**src/rtl/posit_pkg.sv**
```systemverilog
// Shared posit encoder definitions: geometry, special encodings and the
// decoded-field bundle carried through the first pipeline stage.
package posit_pkg;

  // Ceiling log2, used to size the regime-run field.
  function automatic int unsigned log2(input int unsigned x);
    int unsigned r;
    logic [32:0] p;
    r = 0;
    for (int i = 0; i < 32; i++) begin
      p = 33'(1) << i;
      if (p < 33'(x)) r = unsigned'(i + 1);
    end
    return r;
  endfunction

  localparam int unsigned N  = 16;
  localparam int unsigned ES = 2;
  localparam int unsigned BS = log2(N);
  localparam int unsigned SW = BS + ES + 2;
  localparam int unsigned FW = N - ES;      // fraction width below the hidden bit
  localparam int unsigned MW = N - 1;       // magnitude width (posit minus sign)

  localparam int MAXSCALE = int'((N - 2) << ES);

  localparam logic [N-1:0] NAR_PATTERN = {1'b1, {(N-1){1'b0}}};
  localparam logic [N-1:0] MAXPOS      = {1'b0, {(N-1){1'b1}}};
  localparam logic [N-1:0] MINPOS      = N'(1);

  typedef struct packed {
    logic                 sign;
    logic                 zero;
    logic                 nar;
    logic signed [SW-1:0] scale;
    logic [FW-1:0]        frac;
  } posit_fields_t;

endpackage

```
**src/rtl/posit_encode_pipe_if.sv**
```systemverilog
// Handshake bus of the posit encoder: input beat (fields) and output posit.
//   in_valid/in_ready  : input beat handshake
//   in_sign/zero/nar   : sign and special-value flags
//   in_scale/in_frac   : signed combined scale and MSB-aligned fraction
//   out_valid/out_ready: output handshake
//   out_posit          : encoded posit
interface posit_encode_pipe_if;
  import posit_pkg::*;

  logic                 in_valid;
  logic                 in_ready;
  logic                 in_sign;
  logic                 in_zero;
  logic                 in_nar;
  logic signed [SW-1:0] in_scale;
  logic [FW-1:0]        in_frac;
  logic                 out_valid;
  logic                 out_ready;
  logic [N-1:0]         out_posit;

  modport slave (
    input  in_valid, in_sign, in_zero, in_nar, in_scale, in_frac, out_ready,
    output in_ready, out_valid, out_posit
  );

  modport master (
    output in_valid, in_sign, in_zero, in_nar, in_scale, in_frac, out_ready,
    input  in_ready, out_valid, out_posit
  );

endinterface

```
**src/rtl/posit_round_ne.sv**
```systemverilog
// Round-to-nearest-even of a posit magnitude, clamped to [minpos, maxpos].
//   mag       : truncated magnitude (posit without sign bit)
//   guard     : first discarded bit
//   sticky    : OR of all bits below guard
//   rounded_c : rounded, clamped magnitude (combinational)
module posit_round_ne
  import posit_pkg::*;
(
  input  logic [MW-1:0] mag,
  input  logic          guard,
  input  logic          sticky,
  output logic [MW-1:0] rounded_c
);

  logic          inc_c;
  logic [MW:0]   sum_c;

  always_comb begin
    inc_c     = guard & (mag[0] | sticky);
    sum_c     = {1'b0, mag} + (MW+1)'(inc_c);
    // A carry out would spill into the sign bit: hold at maxpos instead.
    rounded_c = sum_c[MW] ? MAXPOS[MW-1:0] : sum_c[MW-1:0];
    if (rounded_c == '0) rounded_c = MINPOS[MW-1:0];
  end

endmodule

```
**src/rtl/posit_encode_pipe.sv**
```systemverilog
// Three-stage posit encoder: packs sign, scale, fraction and special flags
// into an N-bit posit with round-to-nearest-even.
//   clk, reset : clock and synchronous active-high reset
//   bus        : slave side of posit_encode_pipe_if (input beat in, posit out)
module posit_encode_pipe
  import posit_pkg::*;
(
  input logic                clk,
  input logic                reset,
  posit_encode_pipe_if.slave bus
);

  localparam logic signed [SW-1:0] SCALE_HI = SW'(MAXSCALE);
  localparam logic signed [SW-1:0] SCALE_LO = SW'(-MAXSCALE);
  localparam int unsigned          PAD      = 2*N - 2 - ES - FW;

  logic en_c;

  // S1 state
  logic          s1_valid;
  posit_fields_t s1_f;
  logic          s1_sat_hi;
  logic          s1_sat_lo;

  // S2 state
  logic          s2_valid;
  logic          s2_sign;
  logic          s2_zero;
  logic          s2_nar;
  logic          s2_sat_hi;
  logic          s2_sat_lo;
  logic [MW-1:0] s2_mag;
  logic          s2_guard;
  logic          s2_sticky;

  // S3 state
  logic          s3_valid;
  logic [N-1:0]  s3_posit;

  // Combinational stage logic
  posit_fields_t          in_f_c;
  logic signed [SW-1:0]   k_c;
  logic [SW-1:0]          shamt_c;
  logic signed [2*N-1:0]  vec_pre_c;
  logic signed [2*N-1:0]  vec_c;
  logic [MW-1:0]          rnd_c;
  logic [MW-1:0]          mag_sel_c;
  logic [N-1:0]           posit_c;

  // Whole pipe advances together unless the output is holding a beat.
  assign en_c          = !s3_valid || bus.out_ready;
  assign bus.in_ready  = en_c;
  assign bus.out_valid = s3_valid;
  assign bus.out_posit = s3_posit;

  // S1 input bundling
  always_comb begin
    in_f_c       = '0;
    in_f_c.sign  = bus.in_sign;
    in_f_c.zero  = bus.in_zero;
    in_f_c.nar   = bus.in_nar;
    in_f_c.scale = bus.in_scale;
    in_f_c.frac  = bus.in_frac;
  end

  // S2 assembly: a two-bit regime seed {run bit, terminator} followed by
  // exponent and fraction, arithmetic-shifted so the run bit replicates.
  // k >= 0 shifts by k (k+1 ones); k < 0 shifts by -k-1 = ~k (-k zeros).
  always_comb begin
    k_c       = s1_f.scale >>> ES;
    shamt_c   = k_c[SW-1] ? ~k_c : k_c;
    vec_pre_c = {(k_c[SW-1] ? 2'b01 : 2'b10), s1_f.scale[ES-1:0], s1_f.frac,
                 {PAD{1'b0}}};
    vec_c     = vec_pre_c >>> shamt_c;
  end

  posit_round_ne u_round (
    .mag       (s2_mag),
    .guard     (s2_guard),
    .sticky    (s2_sticky),
    .rounded_c (rnd_c)
  );

  // S3 special-case priority, saturation and sign application
  always_comb begin
    mag_sel_c = rnd_c;
    if (s2_sat_hi)      mag_sel_c = MAXPOS[MW-1:0];
    else if (s2_sat_lo) mag_sel_c = MINPOS[MW-1:0];
    posit_c = {1'b0, mag_sel_c};
    if (s2_nar)         posit_c = NAR_PATTERN;
    else if (s2_zero)   posit_c = '0;
    else if (s2_sign)   posit_c = N'(0) - {1'b0, mag_sel_c};
  end

  // Pipeline registers
  always_ff @(posedge clk) begin
    if (reset) begin
      s1_valid  <= 1'b0;
      s1_f      <= '0;
      s1_sat_hi <= 1'b0;
      s1_sat_lo <= 1'b0;
      s2_valid  <= 1'b0;
      s2_sign   <= 1'b0;
      s2_zero   <= 1'b0;
      s2_nar    <= 1'b0;
      s2_sat_hi <= 1'b0;
      s2_sat_lo <= 1'b0;
      s2_mag    <= '0;
      s2_guard  <= 1'b0;
      s2_sticky <= 1'b0;
      s3_valid  <= 1'b0;
      s3_posit  <= '0;
    end else if (en_c) begin
      s1_valid  <= bus.in_valid;
      s1_f      <= in_f_c;
      s1_sat_hi <= bus.in_scale > SCALE_HI;
      s1_sat_lo <= bus.in_scale < SCALE_LO;

      s2_valid  <= s1_valid;
      s2_sign   <= s1_f.sign;
      s2_zero   <= s1_f.zero;
      s2_nar    <= s1_f.nar;
      s2_sat_hi <= s1_sat_hi;
      s2_sat_lo <= s1_sat_lo;
      s2_mag    <= vec_c[2*N-1 -: MW];
      s2_guard  <= vec_c[N];
      s2_sticky <= |vec_c[N-1:0];

      s3_valid  <= s2_valid;
      s3_posit  <= posit_c;
    end
  end

endmodule

```
**src/flat_wrapper.sv**
```systemverilog
// flat-port wrapper written by rule: the top's interface ports become plain ports
module posit_encode_pipe_flat import posit_pkg::*;
  (clk, reset, bus_in_valid, bus_in_sign, bus_in_zero, bus_in_nar, bus_in_scale, bus_in_frac, bus_out_ready, bus_in_ready, bus_out_valid, bus_out_posit);
  posit_encode_pipe_if bus_i ();
  input logic clk;
  input logic reset;
  input wire logic [$bits(bus_i.in_valid)-1:0] bus_in_valid;
  input wire logic [$bits(bus_i.in_sign)-1:0] bus_in_sign;
  input wire logic [$bits(bus_i.in_zero)-1:0] bus_in_zero;
  input wire logic [$bits(bus_i.in_nar)-1:0] bus_in_nar;
  input wire logic [$bits(bus_i.in_scale)-1:0] bus_in_scale;
  input wire logic [$bits(bus_i.in_frac)-1:0] bus_in_frac;
  input wire logic [$bits(bus_i.out_ready)-1:0] bus_out_ready;
  output wire logic [$bits(bus_i.in_ready)-1:0] bus_in_ready;
  output wire logic [$bits(bus_i.out_valid)-1:0] bus_out_valid;
  output wire logic [$bits(bus_i.out_posit)-1:0] bus_out_posit;
  assign bus_i.in_valid = bus_in_valid;
  assign bus_i.in_sign = bus_in_sign;
  assign bus_i.in_zero = bus_in_zero;
  assign bus_i.in_nar = bus_in_nar;
  assign bus_i.in_scale = bus_in_scale;
  assign bus_i.in_frac = bus_in_frac;
  assign bus_i.out_ready = bus_out_ready;
  assign bus_in_ready = bus_i.in_ready;
  assign bus_out_valid = bus_i.out_valid;
  assign bus_out_posit = bus_i.out_posit;
  posit_encode_pipe u_core (.clk(clk), .reset(reset), .bus(bus_i));
endmodule
```
**config.mk**
```make
export PLATFORM = sky130hd
export DESIGN_NAME = posit_encode_pipe_flat
export DESIGN_NICKNAME = d
export VERILOG_FILES = /design/src/rtl/posit_pkg.sv /design/src/rtl/posit_encode_pipe_if.sv /design/src/rtl/posit_round_ne.sv /design/src/rtl/posit_encode_pipe.sv /design/src/flat_wrapper.sv
export SDC_FILE = /design/constraint.sdc
export NUM_CORES = 1
export LEC_CHECK = 0
export CORE_MARGIN = 2
export CORE_UTILIZATION = 25
export CTS_BUF_LIST = sky130_fd_sc_hd__clkbuf_2 sky130_fd_sc_hd__clkbuf_4 sky130_fd_sc_hd__clkbuf_8
export CTS_CLUSTER_DIAMETER = 50
export DETAILED_ROUTE_END_ITERATION = 12
export PLACE_DENSITY_LB_ADDON = 0.1
export SYNTH_ARGS = -nofsm -noshare
export SYNTH_HDL_FRONTEND = slang
export SYNTH_SLANG_ARGS = --single-unit
export TNS_END_PERCENT = 50
```
**constraint.sdc**
```tcl
create_clock -name clk -period 4.3 [get_ports clk]
set_clock_uncertainty 0.1 [all_clocks]
set_input_delay 0.43 -clock clk [delete_from_list [all_inputs] [get_ports clk]]
set_output_delay 0.43 -clock clk [all_outputs]
set_load 0.01 [all_outputs]
```
# [Yosys cells after proc, flatten, opt, wreduce, memory -nomap -nowiden]
# Cells that the tools add are included.
[word_totals] regBits=68 wordCells=40 inputBits=29 out_inout_bits=18
[classes] reduce_logical=4 magnitude_cmp=2 shift=1 n_mux=9 n_addsub=2 bitwise=3
[op_table] cell="$mux W15" count=4
[op_table] cell="$mux W16" count=3
[op_table] cell="$sshr A32 B8 Y32" count=1
[op_table] cell="$add A15 B1 Y16" count=1
[op_table] cell="$reduce_or A16 Y1" count=1
[op_table] cell="$sub A1 B15 Y16 const A" count=1
[op_table] cell="$logic_not A15 Y1" count=1
[op_table] cell="$gt A8 B7 Y1 const B" count=1
[op_table] cell="$lt A8 B7 Y1 const B" count=1
[op_table] cell="$mux W8" count=1
[op_table] cell="$not A6 Y8" count=1
[op_table] cell="$mux W2" count=1
[op_table] cell="$and A1 B1 Y1" count=1
[op_table] cell="$logic_not A1 Y1" count=1
[op_table] cell="$logic_or A1 B1 Y1" count=1
[op_table] cell="$or A1 B1 Y1" count=1

# [Logic depth before layout (Yosys ltp)]
[depth] depth_word=12 mapped_depth=17 mapped_depth_nobuf=17

# [Hierarchy]
# From an unflattened synthesis, not the netlist that was laid out.
[unflattened] cells_unflattened=720 hier_area_um2=5326.4
[modules_own_cells] module="posit_encode_pipe" seq_area_each_um2=1361.3 n_inst=1 cells_each=649 area_each_um2=4840.9
[modules_own_cells] module="posit_round_ne" seq_area_each_um2=0.0 n_inst=1 cells_each=71 area_each_um2=485.5

# [Worst setup path after synthesis]
# OpenSTA, ideal clock, no wires.
[synth_timing] path_type="reg2reg" start="reg u_core.s2_mag[0]" end="reg u_core.s3_posit[10] (netlist: u_core.bus.out_posit[10])" setup_ns=0.117 arrival_time_ns=3.495 n_path_buf=0 period_less_slack_ns=3.711 t_required_ns=4.083 stages_incl_launch_ff=18 slack_ns=0.589 cell_sequence="dfxtp_1 o21a_1 ha_1 ha_1 nand2_1 nor4_1 mux2_2 or4_1 o21ai_0 nor2_1 ha_1 nand2_1 o41ai_1 nor3b_1 nand3b_1 o21ai_2 xor2_1 a22o_1"
[synth_via] elab_chain_cells=12
[synth_rtl] item="start: declaration" line_no="posit_encode_pipe.sv:32" text="logic [MW-1:0] s2_mag;"
[synth_rtl] item="start signal: assignment" line_no="posit_encode_pipe.sv:125" text="s2_mag <= vec_c[2*N-1 -: MW];"
[synth_rtl] item="$or A1 B1 Y1" line_no="posit_round_ne.sv:19" text="inc_c = guard & (mag[0] | sticky);"
[synth_rtl] item="$and A1 B1 Y1" line_no="posit_round_ne.sv:19"
[synth_rtl] item="$add A15 B1 Y16 *" line_no="posit_round_ne.sv:20" text="sum_c = {1'b0, mag} + (MW+1)'(inc_c);"
[synth_rtl] item="$mux W15 *" line_no="posit_round_ne.sv:22" text="rounded_c = sum_c[MW] ? MAXPOS[MW-1:0] : sum_c[MW-1:0];"
[synth_rtl] item="$logic_not A15 Y1" line_no="posit_round_ne.sv:23" text="if (rounded_c == '0) rounded_c = MINPOS[MW-1:0];"
[synth_rtl] item="$mux W15 *" line_no="posit_round_ne.sv:23"
[synth_rtl] item="$mux W15 *" line_no="posit_encode_pipe.sv:88" text="else if (s2_sat_lo) mag_sel_c = MINPOS[MW-1:0];"
[synth_rtl] item="$mux W15 *" line_no="posit_encode_pipe.sv:87" text="if (s2_sat_hi) mag_sel_c = MAXPOS[MW-1:0];"
[synth_rtl] item="$sub A1 B15 Y16" line_no="posit_encode_pipe.sv:92" text="else if (s2_sign) posit_c = N'(0) - {1'b0, mag_sel_c};"
[synth_rtl] item="$mux W16 *" line_no="posit_encode_pipe.sv:92"
[synth_rtl] item="$mux W16 *" line_no="posit_encode_pipe.sv:91" text="else if (s2_zero) posit_c = '0;"
[synth_rtl] item="$mux W16 *" line_no="posit_encode_pipe.sv:90" text="if (s2_nar) posit_c = NAR_PATTERN;"
[synth_rtl] item="end signal: assignment" line_no="posit_encode_pipe.sv:130" text="s3_posit <= posit_c;"
[synth_rtl] item="end: declaration" line_no="posit_encode_pipe.sv:38" text="logic [N-1:0] s3_posit;"
# Every way passes the cells marked *; elsewhere a longest branch is shown, timed or not.
# A chain may end at the register's enable or synchronous reset.

# [Worst setup path after layout]
# Ends and elaborated chain as after synthesis.

==> results_dict.tcl <==
set metrics [dict create \
    status "complete, no violations" \
    final_area_um2 5940 \
    layout-drive-gt1-share_pct 9.56 \
    fillers 2244 \
    clockBufferDepth 2 \
    antennaDiodeCount 0 \
    cts_buffers 9 \
    dieArea_um2 21500 \
    worstPathArrival_ns 4.15 \
    irDropWorstVdd_mv 0.128 \
    grt.overflow.total 0 \
    place_hpwl_um 11700 \
    wl_per_cell_um 16.3 \
    initial_core_util_pct 25.2 \
    viasPerCell 5.18 \
    crit_path_max_incr_delay_ns 0.57 \
    ys_async_sr_fraction_pct 0 \
    insertion_delay_ns 0.36 \
    finalWorstPathRequiredPeriod_ns 4.00 \
    nets 739 \
    num_rows 52 \
    rsz0062_at_grt "no" \
    slew_viol_final 0 \
    fmax_mhz 250 \
    ios 47 \
    fp.coreArea_um2 20100 \
    synth_top_cells_by_area "dfxtp_1, nand2_1, a21oi_1" \
    whs_path_depth 2 \
    die_height_um 146 \
    hold_class "in2reg" \
    cap_violations 0 \
    io_buffers 46 \
    hp-start "reset" \
    ys_ff_latch 68 \
    place_ws_ns 0.0376 \
    grt_pass1_vias 4998 \
    ys_types 71 \
    cts-htree-levels 3 \
    synth_area_um2 5070 \
    r2r-end "u_core.bus.out_posit[10]" \
    dr.pass1.iters 6 \
    worstPathMaxFanout 6 \
    fin_ws_ns 0.301 \
    grt_max_degree 59 \
    drt_wl_total_um 16000 \
    ys.flop_type "dfxtp_1" \
    fp.dieW_um 146 \
    ys_seq_area_share_pct 26.8 \
    path_buf_inv 0 \
    syn_avg_cell_area_um2 7.35 \
    syn_to_final_growth_pct 17.0 \
    clk_pin_slew_worst_paths_ns 0.08 \
    final_common_cell "nand2_1" \
    timing.rr.start "u_core.s2_mag[0]" \
    worst-r2r-cell-count 17 \
    drt_iter0_drc 375 \
    crit_chain "o21a_1 > ha_1 > ha_2 > nand2_1 > nor4_1 > mux2_2 > or4_1 > o21ai_1 > nor2_1 > ha_1 > nand2_1 > o41ai_2 > nor3b_4 > nand3b_1 > o21ai_2 > xor2_1 > a22o_1" \
    finalCritPeriodShare_pct 93.0 \
    grt_pass1_wl_um 26400 \
    worst_slew_pin_slew_ns 0.739 \
    holdPathEnd "u_core.bus.out_posit[15]" \
    gr-usage-all-layers_pct 15.0 \
    clock_sinks 68 \
    drc 0 \
    max_slew_margin_pct 50.4 \
    crit_family "simple AND/OR/NAND/NOR gates" \
    regToRegSetupSlack_ns 0.30 \
    vias 5080 \
    setup_viol 0 \
    antenna_left 0 \
    ys_warn_count 0 \
    synth_nets 722 \
    antenna_found_initial 0 \
    fin_tns_setup_ns 0 \
    hold_viol 0 \
    slowest_stage "or4_1" \
    gp_congestion 0.816 \
    synth_top_area_share_pct 26.8 \
    end_kind "flop" \
    p_leak_nw 2.08 \
    synthCells 690 \
    cts_root_buf "clkbuf_8" \
    placed_area_um2 5750 \
    crit_type "reg2reg" \
    p_per_area_nw_per_um2 301 \
    most-common-layout-cells "nand2_1, a21oi_1, dfxtp_1, nor2_1, clkdlybuf4s50_1" \
    cts_tree "yes" \
    cp.required_ns 4.45 \
    synth_top_cell_by_area "dfxtp_1" \
    cp-start-kind "flop" \
    synth-edff-count 0 \
]
-- cell families after synthesis --
logic type                 Yosys count  share of synthesized area (%)
muxes                               35                           9.57
xor gates and xnor gates            23                           4.49
DFF                                 68                           26.8
adders and majority gates            3                          0.740
buffers and inverters               76                           6.76
and+or+nand+nor                    271                           25.3
AOI/OAI and AO/OA                  214                           26.3
-- through the flow --
step	total power [mW]	hold slack [ns]	instances	utilization, %
2_1_floorplan	1.15	0.332	690	-
3_3_place_gp	1.33	0.341	966	28.6
3_5_place_dp	1.33	0.346	966	28.6
4_1_cts	1.81	0.293	981	29.4
5_1_grt	1.91	0.323	981	29.5
6_report	1.79	0.313	981	29.5
-- per-layer routing --
layer  part of all wire, %  GRT usage, %  up-vias  wire length (µm)
li1                      -             -     2535                 -
met1                    46          20.3     2373              7390
met2                    47          23.8      145              7440
met3                   4.6          2.78       27               735
met4                   2.6          5.73        0               415
met5                     0             0        -                 0
-- cell usage after synthesis (3+ instances only) --
library cell and count:
and4_1 6, nand2_1 119, dfxtp_1 68, and2_1 5
nor3b_1 4, a221oi_1 3, buf_1 6, a311oi_1 5
nor3_1 19, nor4_1 5, buf_2 16, a41oi_1 3
a21oi_1 83, nor2_1 46, o31ai_1 7, o21ai_0 40
nand4_1 7, clkbuf_1 34, o22ai_1 7, or3_1 6
nand2b_1 11, o21ai_1 3, buf_6 4, ha_1 3
xnor2_1 18, and3_1 5, a211oi_1 11, or4_1 4
xor2_1 3, a22oi_1 4, o2111ai_1 3, a31oi_1 10
mux4_1 4, nand3_1 16, nor2b_1 8, o21a_1 3
o211ai_1 8, mux4_2 5, mux2i_1 20, mux2_2 6
inv_1 12
-- layout make-up --
| type | count | area (µm²) | area share (%) |
|---|---|---|---|
| timing repair buffer | 68 | 621 | 10.5 |
| tap | 270 | 338 | 5.69 |
| inverter | 14 | 52.6 | 0.885 |
| clock inverter | 6 | 41.3 | 0.695 |
| sequential | 68 | 1360 | 22.9 |
| multi-input combinational | 546 | 3400 | 57.3 |
| clock buffer | 9 | 124 | 2.09 |
-- worst max path at each step --
stage                      from                  endpoint  depth (start not counted)
6_report       u_core.s2_mag[0]  u_core.bus.out_posit[10]                         17
5_1_grt        u_core.s2_mag[0]  u_core.bus.out_posit[10]                         17
4_1_cts        u_core.s2_mag[0]  u_core.bus.out_posit[14]                         17
3_5_place_dp   u_core.s2_mag[0]  u_core.bus.out_posit[14]                         17
3_3_place_gp   u_core.s2_mag[0]  u_core.bus.out_posit[14]                         17
2_1_floorplan  u_core.s2_mag[0]  u_core.bus.out_posit[10]                         17
-- report_power, final --
| group | switching (mW) | internal (mW) | total (mW) |
|---|---|---|---|
| Clock | 0.262 | 0.205 | 0.467 |
| Combinational | 0.303 | 0.263 | 0.566 |
| Sequential | 0.0725 | 0.681 | 0.753 |
| Total | 0.637 | 1.15 | 1.79 |
-- flip-flops by register name, summed over array words and instances (netlist names) --
| signal | count |
|---|---|
| u_core.s2_sign | 1 |
| u_core.s2_guard | 1 |
| u_core.s1_sat_hi | 1 |
| u_core.s1_f | 19 |
| u_core.k_c | 6 |
| u_core.s1_valid | 1 |
| u_core.s2_sat_lo | 1 |
| u_core.s2_nar | 1 |
| u_core.s2_valid | 1 |
| u_core.s2_mag | 15 |
| u_core.s2_sat_hi | 1 |
| u_core.s2_zero | 1 |
| u_core.s2_sticky | 1 |
| u_core.bus.out_posit | 16 |
| u_core.s1_sat_lo | 1 |
| u_core.bus.out_valid | 1 |
-- timing repair --
item | in CTS | in global routing
gates resized for setup | 0 | 5
endpoints found under the setup margin | 0 | 6
hold buffers | 0 | 0
setup buffers | 0 | 0
No activity file was read; power rests on OpenSTA's default activity.
